File: config.mk
export PLATFORM = sky130hd
export DESIGN_NAME = mem_arbiter
export DESIGN_NICKNAME = d
export VERILOG_FILES = /design/src/rtl/mem_arbiter.sv
export SDC_FILE = /design/constraint.sdc
export NUM_CORES = 1
export LEC_CHECK = 0
export ABC_AREA = 1
export CAP_MARGIN = 15
export CORE_ASPECT_RATIO = 0.6
export CORE_MARGIN = 2
export CORE_UTILIZATION = 53
export DETAILED_ROUTE_END_ITERATION = 7
export HOLD_SLACK_MARGIN = 0.05
export PLACE_DENSITY = 0.73
export SLEW_MARGIN = 20
export SYNTH_ARGS = -nofsm -noshare
export SYNTH_HDL_FRONTEND = slang
export SYNTH_SLANG_ARGS = --single-unit
File: constraint.sdc
create_clock -name clk -period 2.25 [get_ports clk]
set_input_delay 0.3375 -clock clk [delete_from_list [all_inputs] [get_ports clk]]
set_output_delay 0.3375 -clock clk [all_outputs]
set_load 0.01 [all_outputs]
File: src/rtl/mem_arbiter.sv
// Multi-channel read arbiter: per-channel FIFOs feed one single-outstanding
// memory read port; completed reads are broadcast tagged with their channel.

module mem_arbiter_fifo #(
    parameter int QLOG = 3,
    parameter int AW   = 16
) (
    input  logic          clk,
    input  logic          reset,
    input  logic          push,
    input  logic          pop,
    input  logic [AW-1:0] din,
    output logic [AW-1:0] head,
    output logic          empty,
    output logic          full,
    output logic          ovf
);
    localparam int DEPTH = 1 << QLOG;

    logic [AW-1:0]   mem [DEPTH];
    logic [QLOG-1:0] rd_ptr, wr_ptr;
    logic [QLOG:0]   count;
    logic            do_push;

    assign empty = (count == '0);
    assign full  = (count == (QLOG+1)'(DEPTH));
    assign head  = mem[rd_ptr];
    // a pop in the same cycle frees the slot, so a full queue still accepts
    assign do_push = push && (!full || pop);

    always_ff @(posedge clk) begin
        if (reset) begin
            rd_ptr <= '0;
            wr_ptr <= '0;
            count  <= '0;
            ovf    <= 1'b0;
        end else begin
            if (do_push) wr_ptr <= wr_ptr + 1'b1;
            if (pop)     rd_ptr <= rd_ptr + 1'b1;
            if (do_push && !pop)      count <= count + 1'b1;
            else if (pop && !do_push) count <= count - 1'b1;
            if (push && !do_push) ovf <= 1'b1;
        end
    end

    always_ff @(posedge clk) begin
        if (do_push) mem[wr_ptr] <= din;
    end
endmodule

module mem_arbiter #(
    parameter int NCH  = 2,
    parameter int QLOG = 3,
    parameter int AW   = 16,
    parameter int DW   = 16,
    parameter int RR   = 0
) (
    input  logic                                   clk,
    input  logic                                   reset,
    input  logic [NCH-1:0]                         req_valid,
    input  logic [NCH*AW-1:0]                      req_addr,
    output logic [NCH-1:0]                         q_full,
    output logic [NCH-1:0]                         q_ovf,
    output logic                                   mem_re,
    output logic [AW-1:0]                          mem_raddr,
    input  logic                                   mem_ready,
    input  logic [DW-1:0]                          mem_rdata,
    output logic                                   resp_valid,
    output logic [((NCH > 1) ? $clog2(NCH) : 1)-1:0] resp_ch,
    output logic [AW-1:0]                          resp_addr,
    output logic [DW-1:0]                          resp_data
);
    localparam int CW = (NCH > 1) ? $clog2(NCH) : 1;

    localparam logic [1:0] S_IDLE  = 2'd0;
    localparam logic [1:0] S_ISSUE = 2'd1;
    localparam logic [1:0] S_WAIT  = 2'd2;

    logic [NCH-1:0][AW-1:0] heads;
    logic [NCH-1:0]         empty, pop;
    logic [1:0]             state;
    logic [CW-1:0]          cur_ch, rr_ptr, win, idx;
    logic                   any, grant;

    for (genvar c = 0; c < NCH; c++) begin : g_q
        mem_arbiter_fifo #(.QLOG(QLOG), .AW(AW)) u_q (
            .clk   (clk),
            .reset (reset),
            .push  (req_valid[c]),
            .pop   (pop[c]),
            .din   (req_addr[c*AW +: AW]),
            .head  (heads[c]),
            .empty (empty[c]),
            .full  (q_full[c]),
            .ovf   (q_ovf[c])
        );
    end

    assign any = |(~empty);

    // later loop iterations overwrite earlier ones: highest index wins for
    // fixed priority, nearest-after-rr_ptr wins for round-robin
    always_comb begin
        win = '0;
        idx = '0;
        if (RR == 0) begin
            for (int c = 0; c < NCH; c++)
                if (!empty[c]) win = CW'(c);
        end else begin
            for (int k = NCH; k >= 1; k--) begin
                idx = CW'((int'(rr_ptr) + k) % NCH);
                if (!empty[idx]) win = idx;
            end
        end
    end

    assign grant = any && ((state == S_IDLE) || (state == S_WAIT && mem_ready));
    assign pop   = grant ? (NCH'(1) << win) : '0;

    always_ff @(posedge clk) begin
        if (reset) begin
            state      <= S_IDLE;
            mem_re     <= 1'b0;
            mem_raddr  <= '0;
            cur_ch     <= '0;
            rr_ptr     <= CW'(NCH - 1);
            resp_valid <= 1'b0;
            resp_ch    <= '0;
            resp_addr  <= '0;
            resp_data  <= '0;
        end else begin
            mem_re     <= 1'b0;
            resp_valid <= 1'b0;
            case (state)
                S_IDLE:  if (grant) state <= S_ISSUE;
                S_ISSUE: begin
                    mem_re <= 1'b1;
                    state  <= S_WAIT;
                end
                S_WAIT: if (mem_ready) begin
                    resp_valid <= 1'b1;
                    resp_ch    <= cur_ch;
                    resp_addr  <= mem_raddr;
                    resp_data  <= mem_rdata;
                    state      <= grant ? S_ISSUE : S_IDLE;
                end
                default: state <= S_IDLE;
            endcase
            if (grant) begin
                mem_raddr <= heads[win];
                cur_ch    <= win;
                rr_ptr    <= win;
            end
        end
    end
endmodule

* Word-level counts from Yosys, hierarchy flattened *
Memory sizes are Yosys's and may differ from the RTL's. A register that Yosys moved wholly into a read port is not among the register bits.
Index checks and enable logic that the tools add are counted.

operators by class
  reductions and logical operators = 28
  add/subtract/negate cells = 8
  magnitude comparators = 1
  bitwise operators = 2
  mux-type cells = 22
  eq/ne operators = 6
  shift-type cells = 1

operator list
  operator             count
  $mux 16              2
  $mux 4               4
  $add 3x1->3 const B  4
  $mux 3               4
  $logic_and 1x1->1    10
  $add 4x1->4 const B  2
  $eq 4x4->1 const B   2
  $logic_not 4->1      2
  $mux 1               8
  $sub 4x1->4 const B  2
  $logic_not 1->1      6
  $mux 2               3
  $pmux 2 s3           1
  $ne 2x2->1 const B   2
  $reduce_and 2->1     2
  $reduce_bool 2->1    2
  $reduce_or 2->1      2
  $logic_or 1x1->1     3
  $eq 2x1->1 const B   1
  $eq 2x2->1 const B   1
  $logic_not 2->1      1
  $lt 1x2->1 const B   1
  $not 2->2            1
  $shl 1x1->2 const A  1
  $not 1->1            1

storage, ports and cells
  flip-flop bits (word level) = 76
  memory bits (writable) = 256
  memories kept = 2
  bits of input ports = 53

memory list
  memory          words  width  read ports  clocked after Yosys merged registers in  wr ports  RTL line  RTL
  g_q[0].u_q.mem  8      16     1           1                                        1         20        logic [AW-1:0] mem [DEPTH];
  g_q[1].u_q.mem  8      16     1           1                                        1         20

* Logic depth before layout (Yosys ltp) *
Gate-level depths: netlist of run 1.

  depth in word-level cells = 11
  mapped depth = 15

* Hierarchy *
Synthesis of run 1 repeated with hierarchy kept, for this count alone.

second synthesis, totals
  cell total of the unflattened synthesis = 1,314
  area total of the unflattened synthesis = 13,847.0 um^2

by module, submodules not included
  module                          cells an instance  instances  area an instance (um^2)
  mem_arbiter_fifo at g_q[0].u_q  511                1          5,810.6
  mem_arbiter_fifo at g_q[1].u_q  511                1          5,793.1
  mem_arbiter                     292                1          2,243.4

* Worst setup path before layout of run 1 *
No wires, ideal clock.

  path kind = input to register
  start = in mem_ready
  end = mem g_q[1].u_q.mem[4][0] (enable)
  slack = -0.125 ns
  stages = 6
  data arrival time = 1.966 ns
  cells stage by stage = inv_2 a21oi_4 inv_2 nand2_1 nand2_2 nor3_1

between the ends
  cells in the longest elaborated chain, start to end = 8

ends and longest elaborated chain
  item                          RTL line  RTL
  start, declared               66        input logic mem_ready,
  $logic_and 1x1->1             117       assign grant = any && ((state == S_IDLE) || (state == S_WAIT && mem_ready));
  $logic_or 1x1->1              117
  $logic_and 1x1->1             117
  $mux 2                        118       assign pop = grant ? (NCH'(1) << win) : '0;
  $logic_or 1x1->1              29        assign do_push = push && (!full || pop);
  $logic_and 1x1->1             29
  $mux 1                        47        if (do_push) mem[wr_ptr] <= din;
  $mux 1 (not written as such)  47
  end, declared                 20

Every way passes these cells.

* Final worst setup path of run 1 *
  start = reg g_q[1].u_q.count[2]
  end = reg g_q[0].u_q.count[2]

between the ends
  cells in the longest elaborated chain, start to end = 10
  elaborated cells between the ends (all ways) = 15
  those cells by class = shift (1); mux (3); bitwise (1); reduce/logical (10)

ends and longest elaborated chain
  item                         RTL line  RTL
  start, declared              22        logic [QLOG:0] count;
  start signal, assigned       40        if (do_push && !pop) count <= count + 1'b1;
  start signal, assigned       41        else if (pop && !do_push) count <= count - 1'b1;
  $logic_not 4->1 *            25        assign empty = (count == '0);
  $not 2->2                    99        assign any = |(~empty);
  $reduce_or 2->1              99
  $logic_and 1x1->1            117
  $mux 2 *                     118
  $logic_or 1x1->1 *           29
  $logic_and 1x1->1 *          29
  via g_q[0].u_q.do_push       23        logic do_push;
  $logic_not 1->1              41
  $logic_and 1x1->1            41
  $reduce_bool 2->1 (no line)  -
  end signal, assigned         40
  end signal, assigned         41
  end, declared                22

The timed path passes the listed nets; every way through them passes the cells marked *.
A chain may end at the register's enable or synchronous reset.

==> metrics, run 1 <==
row count=46; hold_ws=0.404 ns; I/O pins=108; Core Region=0.0265 sq mm; Worst-Skew Late Latency=0.58 ns; vias in the first global route=9,483; syn_area_per_cell=9.86 sq um; final setup violation count=0; Critical Path Fanout Max=3; routability cong.=0.837; RSZ-0062 raised after global routing=no; share of layout cells above drive strength 1=9.01%; sequential area share after synthesis=65.0%; WP depth=11; startpoint types=flip-flop; Reg area=0.00934 sq mm; area delta synth->final=20.0%; critical path cell sequence=inv_2 -> nand2_4 -> nor2_8 -> nand3_4 -> a21oi_4 -> ha_1 -> inv_2 -> fa_1 -> xor2_1 -> o21ai_0 -> inv_1; multi-input logic area=0.00367 sq mm; f_max=475 MHz; Reg power frac=42.7%; antenna violations before repair=0; NetSw=5.80 mW; CTS root buf=clkbuf_16; aggregate global-route resource usage=22.2%; crit end category=flip-flop; CP peak stage delay=0.44 ns; total clock sinks=338; Die Ht=132 um; chip width=217 um; status=finished, final reports clean; Yosys Warn Count=0; H-tree levels=1; reg-to-reg slack, setup=0.14 ns; clk_skew=0.0281 ns; Iteration-0 DRC Markers=940; Max Cap Violations=0; hold_buf cts=0; Routed Antenna Nets=0; total inserted antenna cells=0; Finished Core Util=64.9%; normalized max-slew margin=56.4%; LEAKAGE=7.22 nW; endpoints failing hold=0; layout filler cell count=1,985; first drt pass iteration count=6; most frequent cells after synthesis=nand2_1 (383), inv_1 (268), edfxtp_1 (256); P per Cell Area=1060 mW/mm^2; CTS clock-pin slew for the worst setup and hold paths=0.07 ns; top cell type's share of synthesized area=53.5%; PortBufs=107; TritonCTS clock tree=done; CP dominant cell by count=inv_2; grt ovf=0; dpl hpwl=20.7 mm; syn nets=1,521; Least-Margin Pin Slew=0.654 ns; Netlist cell types=36; CP bufs+invs=3; Die ar.=0.0285 sq mm; crit-path leading delay family=adder cells; min Tclk post-route=2.11 ns; Clock Path Buffers=3; Max VDD drop=0.619 mV; Setup CP Type=flip-flop to flip-flop; via count=9,932; fin crit share=93.6%; worst hold path depth=3; top area cells in the synthesized netlist=edfxtp_1 (54%), dfxtp_1 (11%), nand2_1 (10%); vias per cell=5.07; Synth Instances=1,456; Comb power frac=27.7%; clock share of power=29.6%; number of remaining DRC errors=0; number of synthesized flops with an enable pin=256; Layout Nets=1,638; Crit-path slowest cell=fa_1; prevailing post-synth register cell=edfxtp_1; Starting Density=54.1%; Critical Path RT=2.70 ns; Int Power=12.4 mW; Mapped Area=0.0144 sq mm; most common cell in the synthesized netlist=nand2_1; DRT Wirelength=31.5 mm; Hold Crit Class=input port to flip-flop; CTS buffer count=31; Worst Path Arrival=2.55 ns; #FFs+latches synth=338; leading area contributor after synthesis=edfxtp_1; first-pass GRT wire length=49.8 mm; reg2reg path depth=11; Post-synth ARST share=0%; largest net degree at the start of global routing=65; Slew Viols, Final=0; sw frac=31.9%; Routed wire per std cell=16.1 um
## stage by stage
step | instance area (sq um) | setup TNS, ns | setup WS (ns) | power (mW) | cells
after floorplan | 14400 | -8.02 | -0.125 | 11.0 | 1456
after global placement | 16200 | -1.20 | -0.277 | 12.8 | 1899
after detailed placement | 16200 | -4.13 | -0.372 | 12.9 | 1899
after CTS | 17200 | 0 | 0.0182 | 18.2 | 1957
after global routing | 17200 | 0 | 0.000461 | 19.1 | 1958
final | 17200 | 0 | 0.143 | 18.2 | 1958
## tightest hold or removal path: stages
cell and delay [ns]:
clkdlybuf4s50_1 0.39, o21ai_0 0.15, a21oi_1 0.04
## cell usage in the layout, fill, tap and decap left out, drive strengths merged, types with 2 or more instances in the layout
| cell | count |
|---|---|
| a21oi | 53 |
| buf | 46 |
| bufinv | 4 |
| clkbuf | 47 |
| clkdlybuf4s50 | 105 |
| clkinv | 5 |
| dfxtp | 82 |
| edfxtp | 256 |
| fa | 2 |
| ha | 10 |
| inv | 282 |
| nand2 | 388 |
| nand3 | 216 |
| nor2 | 37 |
| nor3 | 7 |
| o21ai | 44 |
| xnor2 | 4 |
| xor2 | 4 |
## logic make-up after synthesis
group           after synthesis  share of synthesized area (%)
compound gates               98                           3.67
xor+xnor                      8                          0.488
fa+ha+maj                    12                           1.15
buf+inv                     349                           9.72
flops                       338                           65.0
simple gates                651                           20.0
## per-layer routing
metal	GRT usage (%)	part of all wire, %
met3	4.91	7.9
met1	31.5	45
met2	34.6	45
met5	0	0
met4	6.09	2.5
## registers in the layout (all words and copies together) (netlist names), named ones only
name	count
resp_data	16
mem_re	1
g_q.u_q.count	8
g_q.u_q.mem	256
g_q.u_q.wr_ptr	6
g_q.u_q.rd_ptr	6
cur_ch	1
resp_addr	16
state	2
resp_valid	1
mem_raddr	16
resp_ch	1
g_q.u_q.ovf	2
## path summary, 6_finish.rpt
| check | startpoint | to |
|---|---|---|
| worst min-delay path | mem_rdata[7] | resp_data[7] |
| worst max register to register | g_q[1].u_q.count[2] | g_q[0].u_q.count[2] |
| worst min register to register | resp_addr[8] | resp_addr[8] |
| worst max-delay path | g_q[1].u_q.count[2] | g_q[0].u_q.count[2] |
## power groups by stage
stage                     registers, mW  logic, mW  clock network [mW]
after floorplan                    7.80       3.21                   0
after global placement             7.87       4.88                   0
after detailed placement           7.89       5.00                   0
after CTS                          7.77       5.04                5.45
after global routing               7.83       5.60                5.71
final                              7.78       5.04                5.38
## timing repair
| action | CTS | global route |
|---|---|---|
| pin swaps | 1 | 2 |
| setup endpoints to repair | 1 | 5 |
| resized for setup | 1 | 10 |
| buffers inserted | 0 | 1 |
## layout make-up
| type | instances | share of cell area (%) |
|---|---|---|
| clock buffer | 47 | 5.08 |
| clock inverter | 11 | 0.922 |
| inverter | 280 | 6.11 |
| multi-input combinational | 769 | 21.3 |
| sequential | 338 | 54.2 |
| tap | 360 | 2.61 |
| timing repair buffer | 153 | 9.75 |
Power figures use the tool's default switching activity.
==> run 2: changes to the inputs <==
--- a/config.mk
+++ b/config.mk
@@ -9,10 +9,11 @@
 export CAP_MARGIN = 15
 export CORE_ASPECT_RATIO = 0.6
 export CORE_MARGIN = 2
-export CORE_UTILIZATION = 53
+export CORE_UTILIZATION = 55
+export CTS_BUF_LIST = sky130_fd_sc_hd__clkbuf_2
 export DETAILED_ROUTE_END_ITERATION = 7
 export HOLD_SLACK_MARGIN = 0.05
-export PLACE_DENSITY = 0.73
+export PLACE_DENSITY = 0.76
 export SLEW_MARGIN = 20
 export SYNTH_ARGS = -nofsm -noshare
 export SYNTH_HDL_FRONTEND = slang
==> run 2 against run 1 <==
Register-to-register slack hardly changed. Sequential share of layout area increased by 0.87 points. First-iteration DRC count fell by 3.5%. Critical endpoint is now mem_raddr[14]. Non-clock buffer count increased by 12. Maximum frequency decreased by 2.4%. Sequential power is essentially flat. Critical path type is now flip-flop to output pin. Final area is 1.4% lower.
==> metrics, run 2 (synthesis gave the netlist of run 1 again) <==
area delta synth->final=18.3%; largest net degree at the start of global routing=65 (unchanged); hold path start=mem_rdata[9]; normalized max-slew margin=53.6% (-2.8 points); Die ar.=0.0275 sq mm (-3.5%); via count=10.4k (+4.5%); total clock sinks=338 (unchanged); Core Region=0.0254 sq mm (-4.1%); Clock Path Buffers=3 (unchanged); layout filler cell count=1,971 (-0.71%); Worst R2R End=g_q[0].u_q.count[3]; fin crit share=95.9% (+2.3 points); startpoint types=flip-flop; Max VDD drop=0.508 mV (-18%); reg2reg path depth=13 (+2); CTS buffer count=76 (+150%); Slew Viols, Final=0 (unchanged); Crit-path slowest cell=clkdlybuf4s50_1; Starting Density=56.4% (+2.3 points); dpl hpwl=20.7 mm (+0.15%); PortBufs=107 (unchanged); Reg area=0.00936 sq mm (+0.19%); f_max=464 MHz (-2.4%); CP peak stage delay=0.55 ns (+0.11 ns); CTS clock-pin slew for the worst setup and hold paths=0.11 ns (+0.04 ns); cell count after placement=1,899 (unchanged); crit-path leading delay family=buffers and inverters; vias per cell=5.09 (+0.30%); H-tree levels=3 (+2); P per Cell Area=988 mW/mm^2 (-6.4%); chip width=213 um (-1.8%); crit end category=output pin; row count=45 (-2.2%); Finished Core Util=66.8% (+1.8 points); RSZ-0062 raised after global routing=yes; TritonCTS clock tree=done; multi-input logic area=0.00369 sq mm (+0.51%); I/O pins=108 (unchanged); worst hold path depth=3 (unchanged); Critical Path RT=1.91 ns (-0.79 ns); number of remaining DRC errors=0 (unchanged); Routed wire per std cell=15.9 um (-1.2%); CTS root buf=clkbuf_2; antenna violations before repair=1 (+1); DRT Wirelength=32.4 mm (+2.9%); met3 Usage GRT=5.91% (+1.0 points); share of layout cells above drive strength 1=15.0% (+6.0 points); launch point of the worst reg-to-reg path=g_q[0].u_q.count[3]; CP bufs+invs=1 (-2); first drt pass iteration count=6 (unchanged); WP depth=1 (-10); grt peak-use layer=met2; vias in the first global route=10.3k (+8.3%); status=finished, final reports clean; routability cong.=0.830 (-0.87%); Top reg by flops=g_q.u_q.mem; GR Util met1=33.9% (+2.4 points); LEAKAGE=7.41 nW (+2.7%); number of flip-flops in the largest register=256 (unchanged); Setup CP Type=flip-flop to output pin; critical path cell sequence=clkdlybuf4s50_1; Worst Path Arrival=1.82 ns (-0.73 ns); clk_skew=0.0724 ns (+0.0442 ns); M2 GR Usage=37.1% (+2.4 points); Hold Crit Class=input port to flip-flop; Layout Nets=1,695 (+3.5%); most common cell after layout, fill and taps aside=nand2_1; reg-to-reg slack, setup=0.14 ns (about the same); Iteration-0 DRC Markers=907 (-3.5%); grt ovf=0 (unchanged); min Tclk post-route=2.16 ns (+0.0508 ns); Critical Path Fanout Max=3 (unchanged); endpoints failing hold=0 (unchanged); commonest non-fill, non-tap cells in the layout=nand2_1 (383), inv_1 (265), edfxtp_1 (256), nand3_1 (204), clkbuf_2 (121); first-pass GRT wire length=51.7 mm (+3.8%); final setup violation count=0 (unchanged); Worst-Skew Late Latency=0.87 ns (+0.29 ns); aggregate global-route resource usage=24.3% (+2.1 points); Routed Antenna Nets=0 (unchanged); Max Cap Violations=0 (unchanged); Die Ht=129 um (-1.8%); Finished Layout Cells=2,040 (+4.2%); Least-Margin Pin Slew=0.696 ns (+0.0421 ns); end of the worst hold path=resp_data[9]
-- run 2: changes by cell type in the layout (fill, tap and decap cells not counted), sizes merged, moves of 2 or more --
cell           change
buf               +12
dlymetal6s2s       +6
clkinv             +5
clkbuf            +74
dlygate4sd3        +2
bufinv             -3
clkdlybuf4s50      -8
-- run 2: power by group --
| part | internal (mW) | total [mW] | leakage [nW] | switching (mW) |
|---|---|---|---|---|
| Combinational | 2.01 | 5.20 | 3.87 | 3.19 |
| Clock | 1.51 | 3.83 | 0.541 | 2.32 |
| Sequential | 7.31 | 7.75 | 3.00 | 0.442 |
-- run 2: worst max-delay path by stage --
stage | startpoint | end | slack [ns]
2_1_floorplan | mem_ready | g_q[1].u_q.mem[4][0] | -0.13
3_3_place_gp | mem_ready | g_q[0].u_q.count[3] | -0.27
3_5_place_dp | mem_ready | g_q[0].u_q.count[3] | -0.34
4_1_cts | g_q[0].u_q.count[0] | q_full[0] | 0.0005
5_1_grt | g_q[0].u_q.count[3] | g_q[0].u_q.count[3] | -0.03
6_report | mem_raddr[14] | mem_raddr[14] | 0.09
-- run 2: final cells by class --
class | count | share of cell area [%]
flip-flops and latches | 338 | 55.1
inverters | 280 | 6.22
clock inverters | 14 | 0.486
diodes | 1 | 0.0147
well taps | 352 | 2.59
multi-input cells | 769 | 21.7
clock buffers | 121 | 3.56
repair buffers | 165 | 10.3
-- run 2: per-stage QoR --
stage / hold WS [ns] / setup WS (ns) / area, sq um / setup TNS [ns] / total power, mW
floorplan: 0.430 / -0.125 / 14400 / -8.02 / 11.0
global placement: 0.431 / -0.274 / 16200 / -1.04 / 12.7
detailed placement: 0.436 / -0.341 / 16200 / -3.31 / 12.9
CTS: 0.0549 / 0.000486 / 16900 / 0 / 16.8
global route: 0.0754 / -0.0291 / 17000 / -0.0291 / 17.8
finish: 0.132 / 0.0925 / 17000 / 0 / 16.8
-- run 2: routing by layer --
layer | vias up | routed length, um
li1 | 5064 | -
met1 | 4808 | 14600
met2 | 438 | 14400
met3 | 69 | 2650
met4 | 0 | 839
met5 | - | 0
-- run 2: timing repair --
action / in CTS / in global routing
setup endpoints to repair: 11 / 16
pin swaps: 1 / 6
gates resized for setup: 16 / 26
hold endpoints to repair: 2 / 0
hold buffers: 2 / 0
buffers inserted: 1 / 2
==> run 3: changes to the inputs <==
--- a/config.mk
+++ b/config.mk
@@ -8,7 +8,7 @@
 export ABC_AREA = 1
 export CAP_MARGIN = 15
 export CORE_ASPECT_RATIO = 0.6
-export CORE_MARGIN = 2
+export CORE_MARGIN = 1
 export CORE_UTILIZATION = 55
 export CTS_BUF_LIST = sky130_fd_sc_hd__clkbuf_2
 export DETAILED_ROUTE_END_ITERATION = 7
==> run 3 against run 2 <==
Setup slack gained 0.011 ns. Largest power group unchanged. Hold slack improved by 0.0022 ns. Power rose by 2.0%.
==> metrics, run 3 (synthesis gave the netlist of run 1 again) <==
Die ar.=0.0268 sq mm (-2.5%); NetSw=6.04 mW (+1.5%); clock share of power=24.0% (+1.2 points); number of flip-flops in the largest register=256 (unchanged); P per Cell Area=1000 mW/mm^2 (+1.2%); final setup violation count=0 (unchanged); Least-Margin Pin Slew=0.716 ns (+0.0200 ns); Crit. Startpoint=mem_raddr[10]; Starting Density=56.4% (unchanged); Worst Path Arrival=1.81 ns (about the same); hold path start=req_valid[1]; Worst R2R End=g_q[1].u_q.count[3]; sw frac=35.3% (-0.16 points); Max VDD drop=0.580 mV (+14%); LEAKAGE=7.46 nW (+0.70%); Clock Path Buffers=3 (unchanged); TritonCTS clock tree=done; Layout Nets=1,711 (+0.94%); worst hold path depth=3 (unchanged); share of layout cells above drive strength 1=15.3% (+0.28 points); total clock sinks=338 (unchanged); dpl hpwl=20.4 mm (-1.3%); vias per cell=5.07 (-0.37%); startpoint types=flip-flop; endpoints failing hold=0 (unchanged); first drt pass iteration count=5 (-1); largest net degree at the start of global routing=65 (unchanged); status=finished, final reports clean; placed instance area=0.0161 sq mm (-0.29%); first-pass GRT wire length=52.2 mm (+0.91%); DP Worst Slack=-0.359 ns (-0.0186 ns); normalized max-slew margin=52.3% (-1.3 points); PortBufs=107 (unchanged); Routed wire per std cell=16.1 um (+1.0%); H-tree levels=3 (unchanged); number of remaining DRC errors=0 (unchanged); Core Region=0.0254 sq mm (unchanged); CTS buffer count=76 (unchanged); f_max=466 MHz (+0.53%); critical path cell sequence=clkdlybuf4s50_1; Top reg by flops=g_q.u_q.mem; end of the worst hold path=g_q[1].u_q.ovf; routability cong.=0.807 (-2.7%); Reg power frac=45.0% (-1.2 points); area delta synth->final=19.2%; fin crit share=95.4% (-0.50 points); layout filler cell count=1,991 (+1.0%); via count=10.4k (+0.66%); Critical Path Fanout Max=3 (unchanged); CTS clock-pin slew for the worst setup and hold paths=0.12 ns (about the same); DRT Wirelength=33.1 mm (+2.1%); I/O pins=108 (unchanged); row count=45 (unchanged); launch point of the worst reg-to-reg path=g_q[1].u_q.count[3]; Setup CP Type=flip-flop to output pin; clk_skew=0.0822 ns (+0.00989 ns); aggregate global-route resource usage=25.3% (+0.98 points); Int Power=11.1 mW (+2.2%); crit end category=output pin; CTS root buf=clkbuf_2; Worst-Skew Late Latency=0.89 ns (+0.02 ns); Critical Path RT=1.91 ns (about the same); CP peak stage delay=0.56 ns (about the same); Crit-path slowest cell=clkdlybuf4s50_1; final worst setup slack=0.104 ns (+0.0113 ns); grt ovf=0 (unchanged); reg2reg path depth=14 (+1); Routed Antenna Nets=0 (unchanged); Slew Viols, Final=0 (unchanged); Die Ht=127 um (-1.5%); crit-path leading delay family=buffers and inverters; Finished Core Util=67.3% (+0.50 points); final instance area=0.0171 sq mm (+0.75%); total power=17.1 mW (+2.0%); Hold Crit Class=input port to flip-flop; commonest non-fill, non-tap cells in the layout=nand2_1 (383), inv_1 (265), edfxtp_1 (256), nand3_1 (204), clkbuf_2 (131); CP bufs+invs=1 (unchanged); post-route setup TNS=0 ns (unchanged); reg-to-reg slack, setup=0.16 ns (+0.02 ns); Max Cap Violations=0 (unchanged); most common cell after layout, fill and taps aside=nand2_1; Iteration-0 DRC Markers=928 (+2.3%); chip width=211 um (-0.94%); antenna violations before repair=1 (unchanged); min Tclk post-route=2.15 ns (-0.0113 ns); Comb power frac=31.0% (about the same); vias in the first global route=10.3k (+0.17%)
[run 3: worst max-delay path by stage]
stage,endpoint,slack (ns),depth (start not counted)
after floorplan,g_q[1].u_q.mem[4][0],-0.13,6
after global placement,g_q[0].u_q.count[3],-0.27,14
after detailed placement,g_q[0].u_q.count[3],-0.36,14
after CTS,q_full[0],-0.006,4
after global routing,q_full[0],-0.003,3
final,mem_raddr[10],0.10,1
[run 3: through the flow]
stage	cells	hold slack, ns
detailed placement	1901	0.434
global placement	1901	0.430
finish	2061	0.134
global route	2061	0.0695
floorplan	1456	0.430
CTS	2054	0.0564
[run 3: area by class of cell]
class	count	area, sq um	share of cell area, %
timing repair buffer	181	1840	10.7
tap	352	440	2.57
clock buffer	131	656	3.83
clock inverter	9	86.3	0.504
antenna	1	2.50	0.0146
sequential	338	9350	54.6
multi-input combinational	769	3690	21.5
inverter	280	1060	6.19
[run 3: layer usage]
metal / up-vias / track usage [%] / share of wire (%)
li1: 5092 / - / -
met1: 4851 / 34.6 / 43
met2: 447 / 40.2 / 46
met3: 57 / 6.29 / 9.5
met4: 0 / 7.76 / 1.7
met5: - / 0 / 0
[run 3: what timing repair did]
| item | CTS | global route |
|---|---|---|
| endpoints found under the hold margin | 11 | 0 |
| pin swaps | 2 | 3 |
| setup endpoints to repair | 7 | 26 |
| setup buffers | 2 | 6 |
| gates cloned | 0 | 0 |
| hold buffers | 11 | 0 |
| resized for setup | 17 | 18 |
[run 3: power by group through the flow]
| stage | sequential, mW | combinational (mW) | clock, mW |
|---|---|---|---|
| after CTS | 7.69 | 5.18 | 4.18 |
| after detailed placement | 7.81 | 5.11 | 0 |
| after global routing | 7.76 | 5.87 | 4.50 |
| after floorplan | 7.80 | 3.21 | 0 |
| after global placement | 7.79 | 4.96 | 0 |
| final | 7.70 | 5.31 | 4.11 |
